## config.mk

```make
export PLATFORM = sky130hd
export DESIGN_NAME = mem_resp_demux
export DESIGN_NICKNAME = d
export VERILOG_FILES = /design/src/rtl/mem_resp_demux_pkg.sv /design/src/rtl/mem_resp_demux_tag_fifo.sv /design/src/rtl/mem_resp_demux.sv
export SDC_FILE = /design/constraint.sdc
export NUM_CORES = 1
export LEC_CHECK = 0
export ABC_AREA = 1
export CAP_MARGIN = 20
export CORE_UTILIZATION = 49
export CTS_CLUSTER_DIAMETER = 200
export DETAILED_ROUTE_END_ITERATION = 16
export GPL_TIMING_DRIVEN = 0
export PLACE_DENSITY = 0.85
export RECOVER_POWER = 25
export SYNTH_ARGS = -nofsm -noshare
export SYNTH_HDL_FRONTEND = slang
export SYNTH_SLANG_ARGS = --single-unit
export TNS_END_PERCENT = 10
```

## constraint.sdc

```tcl
create_clock -name CLK -period 3.2 [get_ports CLK]
set_clock_uncertainty 0.1 [all_clocks]
set_input_delay 0.32 -clock CLK [delete_from_list [all_inputs] [get_ports CLK]]
set_output_delay 0.32 -clock CLK [all_outputs]
set_load 0.02 [all_outputs]
```

## src/rtl/mem_resp_demux_pkg.sv

```systemverilog
`default_nettype none
// ============================================================================
// Module  : mem_resp_demux_pkg
// Purpose : Shared owner encodings and helper types for the memory response
//           demultiplexer. The 2:1 request mux uses the same port encodings,
//           so a tag stored here can be compared directly against its SELECT.
// Ports   : none (package)
// Rev     : 1.0  initial release
// ============================================================================
package mem_resp_demux_pkg;

  // Owner encodings, identical to the request mux SELECT values.
  localparam logic PORT_IF   = 1'b0;  // instruction fetch
  localparam logic PORT_DATA = 1'b1;  // data access

  // One owner tag as stored in the tag FIFO.
  typedef logic owner_t;

  // Action applied to an outstanding counter in one cycle.
  typedef enum logic [1:0] {
    CNT_HOLD = 2'b00,
    CNT_DEC  = 2'b01,
    CNT_INC  = 2'b10,
    CNT_BOTH = 2'b11
  } cnt_op_e;

  // Encode increment/decrement strobes as a counter action.
  function automatic cnt_op_e cnt_op(input logic inc, input logic dec);
    return cnt_op_e'({inc, dec});
  endfunction

endpackage : mem_resp_demux_pkg
`default_nettype wire

```

## src/rtl/mem_resp_demux_tag_fifo.sv

```systemverilog
`default_nettype none
// ============================================================================
// Module  : tag_fifo
// Purpose : 1-bit-wide owner-tag FIFO with DEPTH entries. Records the owner of
//           every issued memory transaction in issue order.
// Ports   : clk_i    clock, rising edge
//           rst_ni   asynchronous active-low reset (empties the FIFO)
//           push_i   store tag_i at the tail (ignored when full)
//           tag_i    owner tag to store
//           pop_i    remove the head entry (ignored when empty)
//           full_o   occupancy == DEPTH (registered occupancy only)
//           empty_o  occupancy == 0
//           head_o   tag at the head of the FIFO
// Rev     : 1.0  initial release
// ============================================================================
module tag_fifo
  import mem_resp_demux_pkg::*;
#(
  parameter int DEPTH = 2
) (
  input  logic   clk_i,
  input  logic   rst_ni,
  input  logic   push_i,
  input  owner_t tag_i,
  input  logic   pop_i,
  output logic   full_o,
  output logic   empty_o,
  output owner_t head_o
);

  localparam int PTR_W = $clog2(DEPTH);
  localparam int CNT_W = PTR_W + 1;

  logic [DEPTH-1:0] mem_q, mem_d;
  logic [PTR_W-1:0] wr_ptr_q, wr_ptr_d;
  logic [PTR_W-1:0] rd_ptr_q, rd_ptr_d;
  logic [CNT_W-1:0] count_q, count_d;

  logic push_ok;
  logic pop_ok;

  assign full_o  = (count_q == CNT_W'(DEPTH));
  assign empty_o = (count_q == '0);
  assign head_o  = mem_q[rd_ptr_q];

  // Full is judged on the registered occupancy, so a push into a full FIFO is
  // dropped even if a pop frees an entry in the same cycle.
  assign push_ok = push_i & ~full_o;
  assign pop_ok  = pop_i & ~empty_o;

  always_comb begin
    mem_d    = mem_q;
    wr_ptr_d = wr_ptr_q;
    rd_ptr_d = rd_ptr_q;
    count_d  = count_q;
    if (push_ok) begin
      mem_d[wr_ptr_q] = tag_i;
      // DEPTH is a power of two, so the natural pointer rollover is the wrap.
      wr_ptr_d        = wr_ptr_q + PTR_W'(1);
    end
    if (pop_ok) begin
      rd_ptr_d = rd_ptr_q + PTR_W'(1);
    end
    case (cnt_op(push_ok, pop_ok))
      CNT_INC: count_d = count_q + CNT_W'(1);
      CNT_DEC: count_d = count_q - CNT_W'(1);
      default: count_d = count_q;
    endcase
  end

  always_ff @(posedge clk_i or negedge rst_ni) begin
    if (!rst_ni) begin
      mem_q    <= '0;
      wr_ptr_q <= '0;
      rd_ptr_q <= '0;
      count_q  <= '0;
    end else begin
      mem_q    <= mem_d;
      wr_ptr_q <= wr_ptr_d;
      rd_ptr_q <= rd_ptr_d;
      count_q  <= count_d;
    end
  end

endmodule : tag_fifo
`default_nettype wire

```

## src/rtl/mem_resp_demux.sv

```systemverilog
`default_nettype none
// ============================================================================
// Module  : mem_resp_demux
// Purpose : Response-side counterpart of the 2:1 memory request mux. Records
//           the owner of each issued transaction and routes every returning
//           response back to that owner in issue order, with per-port BUSY
//           stalls and a sticky unexpected-response error.
// Ports   : CLK             clock, rising edge
//           RESET_N         asynchronous active-low reset
//           REQ_VALID       upstream issues a request this cycle
//           REQ_SELECT      owner of that request (0=fetch, 1=data)
//           REQ_READY       tag FIFO not full
//           MEM_RESP_VALID  memory returns one response this cycle
//           MEM_RESP_DATA   response data
//           RESP0_VALID/DATA  port-0 pulse and held data
//           RESP1_VALID/DATA  port-1 pulse and held data
//           BUSY0/BUSY1     port has at least one outstanding transaction
//           ERR_UNEXPECTED  sticky: response with no outstanding tag
// Rev     : 1.0  initial release
// ============================================================================
module mem_resp_demux
  import mem_resp_demux_pkg::*;
#(
  parameter int DATA_WIDTH = 32,
  parameter int DEPTH      = 2
) (
  input  logic                  CLK,
  input  logic                  RESET_N,
  input  logic                  REQ_VALID,
  input  logic                  REQ_SELECT,
  output logic                  REQ_READY,
  input  logic                  MEM_RESP_VALID,
  input  logic [DATA_WIDTH-1:0] MEM_RESP_DATA,
  output logic                  RESP0_VALID,
  output logic [DATA_WIDTH-1:0] RESP0_DATA,
  output logic                  RESP1_VALID,
  output logic [DATA_WIDTH-1:0] RESP1_DATA,
  output logic                  BUSY0,
  output logic                  BUSY1,
  output logic                  ERR_UNEXPECTED
);

  localparam int CNT_W = $clog2(DEPTH) + 1;

  logic   fifo_full;
  logic   fifo_empty;
  owner_t head_tag;

  logic push;
  logic pop;

  logic [CNT_W-1:0]      cnt0_q, cnt0_d;
  logic [CNT_W-1:0]      cnt1_q, cnt1_d;
  logic                  resp0_valid_q, resp0_valid_d;
  logic                  resp1_valid_q, resp1_valid_d;
  logic [DATA_WIDTH-1:0] resp0_data_q, resp0_data_d;
  logic [DATA_WIDTH-1:0] resp1_data_q, resp1_data_d;
  logic                  err_q, err_d;

  // Ready is forced low while reset is asserted so every output reads 0 then.
  assign REQ_READY = RESET_N & ~fifo_full;
  assign push      = REQ_VALID & REQ_READY;
  // A response is matched only against tags already stored; a same-cycle
  // request is not yet visible at the head.
  assign pop       = MEM_RESP_VALID & ~fifo_empty;

  tag_fifo #(
    .DEPTH (DEPTH)
  ) u_tag_fifo (
    .clk_i   (CLK),
    .rst_ni  (RESET_N),
    .push_i  (push),
    .tag_i   (REQ_SELECT),
    .pop_i   (pop),
    .full_o  (fifo_full),
    .empty_o (fifo_empty),
    .head_o  (head_tag)
  );

  always_comb begin
    cnt0_d        = cnt0_q;
    cnt1_d        = cnt1_q;
    resp0_valid_d = 1'b0;
    resp1_valid_d = 1'b0;
    resp0_data_d  = resp0_data_q;
    resp1_data_d  = resp1_data_q;
    err_d         = err_q | (MEM_RESP_VALID & fifo_empty);

    // Push and pop for the same port cancel out.
    case (cnt_op(push & (REQ_SELECT == PORT_IF), pop & (head_tag == PORT_IF)))
      CNT_INC: cnt0_d = cnt0_q + CNT_W'(1);
      CNT_DEC: cnt0_d = cnt0_q - CNT_W'(1);
      default: cnt0_d = cnt0_q;
    endcase
    case (cnt_op(push & (REQ_SELECT == PORT_DATA), pop & (head_tag == PORT_DATA)))
      CNT_INC: cnt1_d = cnt1_q + CNT_W'(1);
      CNT_DEC: cnt1_d = cnt1_q - CNT_W'(1);
      default: cnt1_d = cnt1_q;
    endcase

    if (pop) begin
      if (head_tag == PORT_IF) begin
        resp0_valid_d = 1'b1;
        resp0_data_d  = MEM_RESP_DATA;
      end else begin
        resp1_valid_d = 1'b1;
        resp1_data_d  = MEM_RESP_DATA;
      end
    end
  end

  always_ff @(posedge CLK or negedge RESET_N) begin
    if (!RESET_N) begin
      cnt0_q        <= '0;
      cnt1_q        <= '0;
      resp0_valid_q <= 1'b0;
      resp1_valid_q <= 1'b0;
      resp0_data_q  <= '0;
      resp1_data_q  <= '0;
      err_q         <= 1'b0;
    end else begin
      cnt0_q        <= cnt0_d;
      cnt1_q        <= cnt1_d;
      resp0_valid_q <= resp0_valid_d;
      resp1_valid_q <= resp1_valid_d;
      resp0_data_q  <= resp0_data_d;
      resp1_data_q  <= resp1_data_d;
      err_q         <= err_d;
    end
  end

  assign RESP0_VALID    = resp0_valid_q;
  assign RESP0_DATA     = resp0_data_q;
  assign RESP1_VALID    = resp1_valid_q;
  assign RESP1_DATA     = resp1_data_q;
  assign BUSY0          = (cnt0_q != '0);
  assign BUSY1          = (cnt1_q != '0);
  assign ERR_UNEXPECTED = err_q;

endmodule : mem_resp_demux
`default_nettype wire

```

==> run summary <==
The flow ran to the end, and the final reports show no timing, DRC or antenna violations. The layout overhead on the synthesized area came out at 42.9%. In this run, synthesis produced a sequential element count of 77. The number of synthesis warnings came out at 0. The share of the Yosys chip area taken by registers is 0.603. The synthesized area divided by synthesized cell count came out at ~9.2 µm². The delay of the slowest critical-path stage is about 630 ps. The antenna diode instance count is 0.

The number of buffers between clock root and the deepest sink is 2. Dividing the final minimum period by the clock period gives 0.832. The clock tree from TritonCTS is done.

Data on the critical path is required at its endpoint by approximately 2800 ps. The total I/O pin count is 107. The time the final worst path needs with I/O delays and setup came out at 2660 ps. The number of setup violations in the final report came out at 0. Across the VDD grid, the largest voltage drop is a little over 600 µV. The violation count after the first detailed-routing iteration came out at between 150 and 200. The number of antenna violations at the first check in global routing is 0. On the critical path, the stage with the largest delay is an instance of sky130_fd_sc_hd__clkdlybuf4s50_1. The die width is 82.7 µm. The first detailed-routing pass took 4 iterations.

The number of port buffers is ~110. The cell leakage power came out at 2.30 nW. STA classifies the critical path startpoint as a primary input. The pin count of the biggest net entering global routing came out at 45. The global placement routability congestion came out at approximately 0.74. The full die area came out at 0.00685 mm². The final HPWL from detailed placement came out at between 5 and 6 mm. The initial core utilization came out at 0.506. The startpoint identified for the worst register-to-register timing path is u_tag_fifo.count_q[0]. The final antenna-violating net count is 0. The internal reg-to-reg setup slack is 690 ps. The worst hold path belongs to the class in2async. Clock tree synthesis selected as its root buffer the cell sky130_fd_sc_hd__clkbuf_8. The endpoint class of the critical path is an output port. The overall via count from detail_route is 2684.

In the final layout, the share of cells above drive strength 1 is 0.0826. The number of placement rows is 29. Along the worst path, the maximum fanout reaches 37. The top achievable clock speed is about 380 MHz.

In this run the vertical extent of the chip is 82.7 µm. The relative slew slack is 0.307. After global routing the overflow that remains totals 0. Using the TritonRoute via totals, the vias-per-cell ratio works out to 4.89. At the later pin of the worst-skew pair, clock insertion delay measures 350 ps. The mean routed wirelength per cell came out at 13.9 µm. The design draws a little over 0.005 W. Setup repair after global routing left no endpoint under its margin. The slew at the pin closest to its max-slew limit came out at 1040 ps. The post-synth net total is about 390. In the final timing run, aggregate negative setup slack is 0 ps. The number of buffers added by the clock tree synthesis step is 9.

The max-cap violation count came out at 0. The max-slew violation total from the final report is 0. The core footprint is around 0.0063 mm². The detailed-route DRC error count came out at 0.

The total routing usage reported by global routing came out at 0.243. The first-pass GRT wire length came out at roughly 12 mm. The clock tree synthesis step divided the H-tree into 3 levels. The detailed-route wire length is around 7.7 mm. The critical path is of the in2out type. The final net count is approximately 510. The count of endpoints failing hold in the final timing report is 0. The summed instance area of the synthesized netlist came out at approximately 0.0032 mm². The cell count after synthesis came out at between 300 and 400. Walking the worst path, the cells encountered are dlygate4sd3_1 > buf_4 > inv_1 > a21oi_4 > clkdlybuf4s50_1. The number of clock sinks seen by CTS is 77. The via count of the first global-routing pass is around 2500. The clock input transition at the sequential cells of the worst setup and hold paths is about 80 ps. The distinct cell type count of the synthesized netlist came out at 21. The start point of the critical path is RESET_N. Power spread over the standard cell area amounts to ~1100 mW/mm².

The signal arrival time at the worst endpoint came out at 2240 ps.
synth_stat cells:
cell,n,share of area
sky130_fd_sc_hd__xnor2_1,4,0.011
sky130_fd_sc_hd__nand3_1,36,0.056
sky130_fd_sc_hd__ha_1,3,0.012
sky130_fd_sc_hd__or2_2,1,0.0020
sky130_fd_sc_hd__o21ai_4,1,0.0051
sky130_fd_sc_hd__buf_4,5,0.012
sky130_fd_sc_hd__inv_2,2,0.0024
sky130_fd_sc_hd__nor2_1,2,0.0024
sky130_fd_sc_hd__nand2_4,2,0.0071
sky130_fd_sc_hd__a31o_2,1,0.0027
sky130_fd_sc_hd__buf_6,6,0.021
sky130_fd_sc_hd__nor2_4,1,0.0035
sky130_fd_sc_hd__nand2_2,3,0.0059
sky130_fd_sc_hd__xor2_1,3,0.0082
sky130_fd_sc_hd__inv_1,15,0.018
sky130_fd_sc_hd__nand4_1,4,0.0078
sky130_fd_sc_hd__a21oi_4,1,0.0051
sky130_fd_sc_hd__inv_4,1,0.0020
sky130_fd_sc_hd__buf_2,4,0.0063
sky130_fd_sc_hd__nand2_1,176,0.21
sky130_fd_sc_hd__dfrtp_1,77,0.60
routing by layer:
| metal | up-vias | part of all wire | global-route usage |
|---|---|---|---|
| met5 | - | 0 | 0 |
| met4 | 0 | 0.028 | 0.136 |
| met3 | 20 | 0.064 | 0.0626 |
| met2 | 79 | 0.47 | 0.382 |
| met1 | 1265 | 0.43 | 0.305 |
| li1 | 1320 | - | - |
where the power goes:
part | switching (W) | total (W) | internal [W]
sequential | 0.000265 | 0.00170 | 0.00143
combinational | 0.00144 | 0.00259 | 0.00115
clock | 0.000343 | 0.000806 | 0.000464
total | 0.00205 | 0.00510 | 0.00304
layout make-up:
cell class,instances,area (µm²)
multi-input cells,238,1050
plain buffers,15,125
clock buffers,13,149
well taps,77,96.3
inverters,18,68.8
flip-flops and latches,77,1930
clock inverters,3,68.8
repair buffers,108,1070
fillers,510,1750
logic make-up (layout without fill, tap and decap cells):
family,Yosys count,after routing,synth area share
adders and majority gates,3,3,0.0118
DFF,77,77,0.603
and+or+nand+nor,225,225,0.292
AOI/OAI and AO/OA,3,3,0.0129
buffers and inverters,33,157,0.0611
xor gates and xnor gates,7,7,0.0192
through the flow:
step | setup slack (ps) | cells | area (µm²) | hold slack [ps] | util
floorplan | 1340 | 348 | 3190 | -75.6 | -
global placement | -1980 | 531 | 4350 | 353 | 0.689
detailed placement | 887 | 532 | 4370 | 212 | 0.692
CTS | 500 | 549 | 4600 | 374 | 0.728
global route | 379 | 549 | 4560 | 400 | 0.723
finish | 538 | 549 | 4560 | 368 | 0.723
what timing repair did:
action	CTS	global route
hold buffers	1	0
resized for setup	0	0
setup buffers	0	0
endpoints found under the hold margin	33	0
worst max-delay path, delay by kind of cell:
family                 cells  cell delay (ps)
buffers and inverters      4             1700
AO/OA/AOI/OAI              1              200
flip-flops by register name, summed over array words and instances, names as in the netlist, 2 cells and up:
name	flops
RESP0_DATA	32
RESP1_DATA	32
cnt0_q	2
cnt1_q	2
u_tag_fifo.count_q	2
u_tag_fifo.mem_q	2
layout by cell type, fill, tap and decap left out, types with 2 or more instances in the layout:
cell type                           n
sky130_fd_sc_hd__inv_1             16
sky130_fd_sc_hd__nand2_2            2
sky130_fd_sc_hd__xnor2_1            4
sky130_fd_sc_hd__nand2_1          179
sky130_fd_sc_hd__nor2_1             2
sky130_fd_sc_hd__nand4_1            4
sky130_fd_sc_hd__xor2_1             3
sky130_fd_sc_hd__buf_6              6
sky130_fd_sc_hd__clkbuf_1           3
sky130_fd_sc_hd__bufinv_16          2
sky130_fd_sc_hd__clkbuf_8          10
sky130_fd_sc_hd__buf_4              6
sky130_fd_sc_hd__buf_2              4
sky130_fd_sc_hd__clkdlybuf4s50_1  105
sky130_fd_sc_hd__nand3_1           36
sky130_fd_sc_hd__ha_1               3
sky130_fd_sc_hd__dfrtp_1           77
final timing paths:
kind	depth (start not counted)	endpoint
max	5	REQ_READY
min	2	RESP1_DATA[29]
max reg2reg	11	cnt1_q[1]
min reg2reg	2	RESP0_DATA[11]
max in group asynchronous	3	RESP0_DATA[6]
min in group CLK	2	RESP0_DATA[11]
No activity file was read; power rests on OpenSTA's default activity.
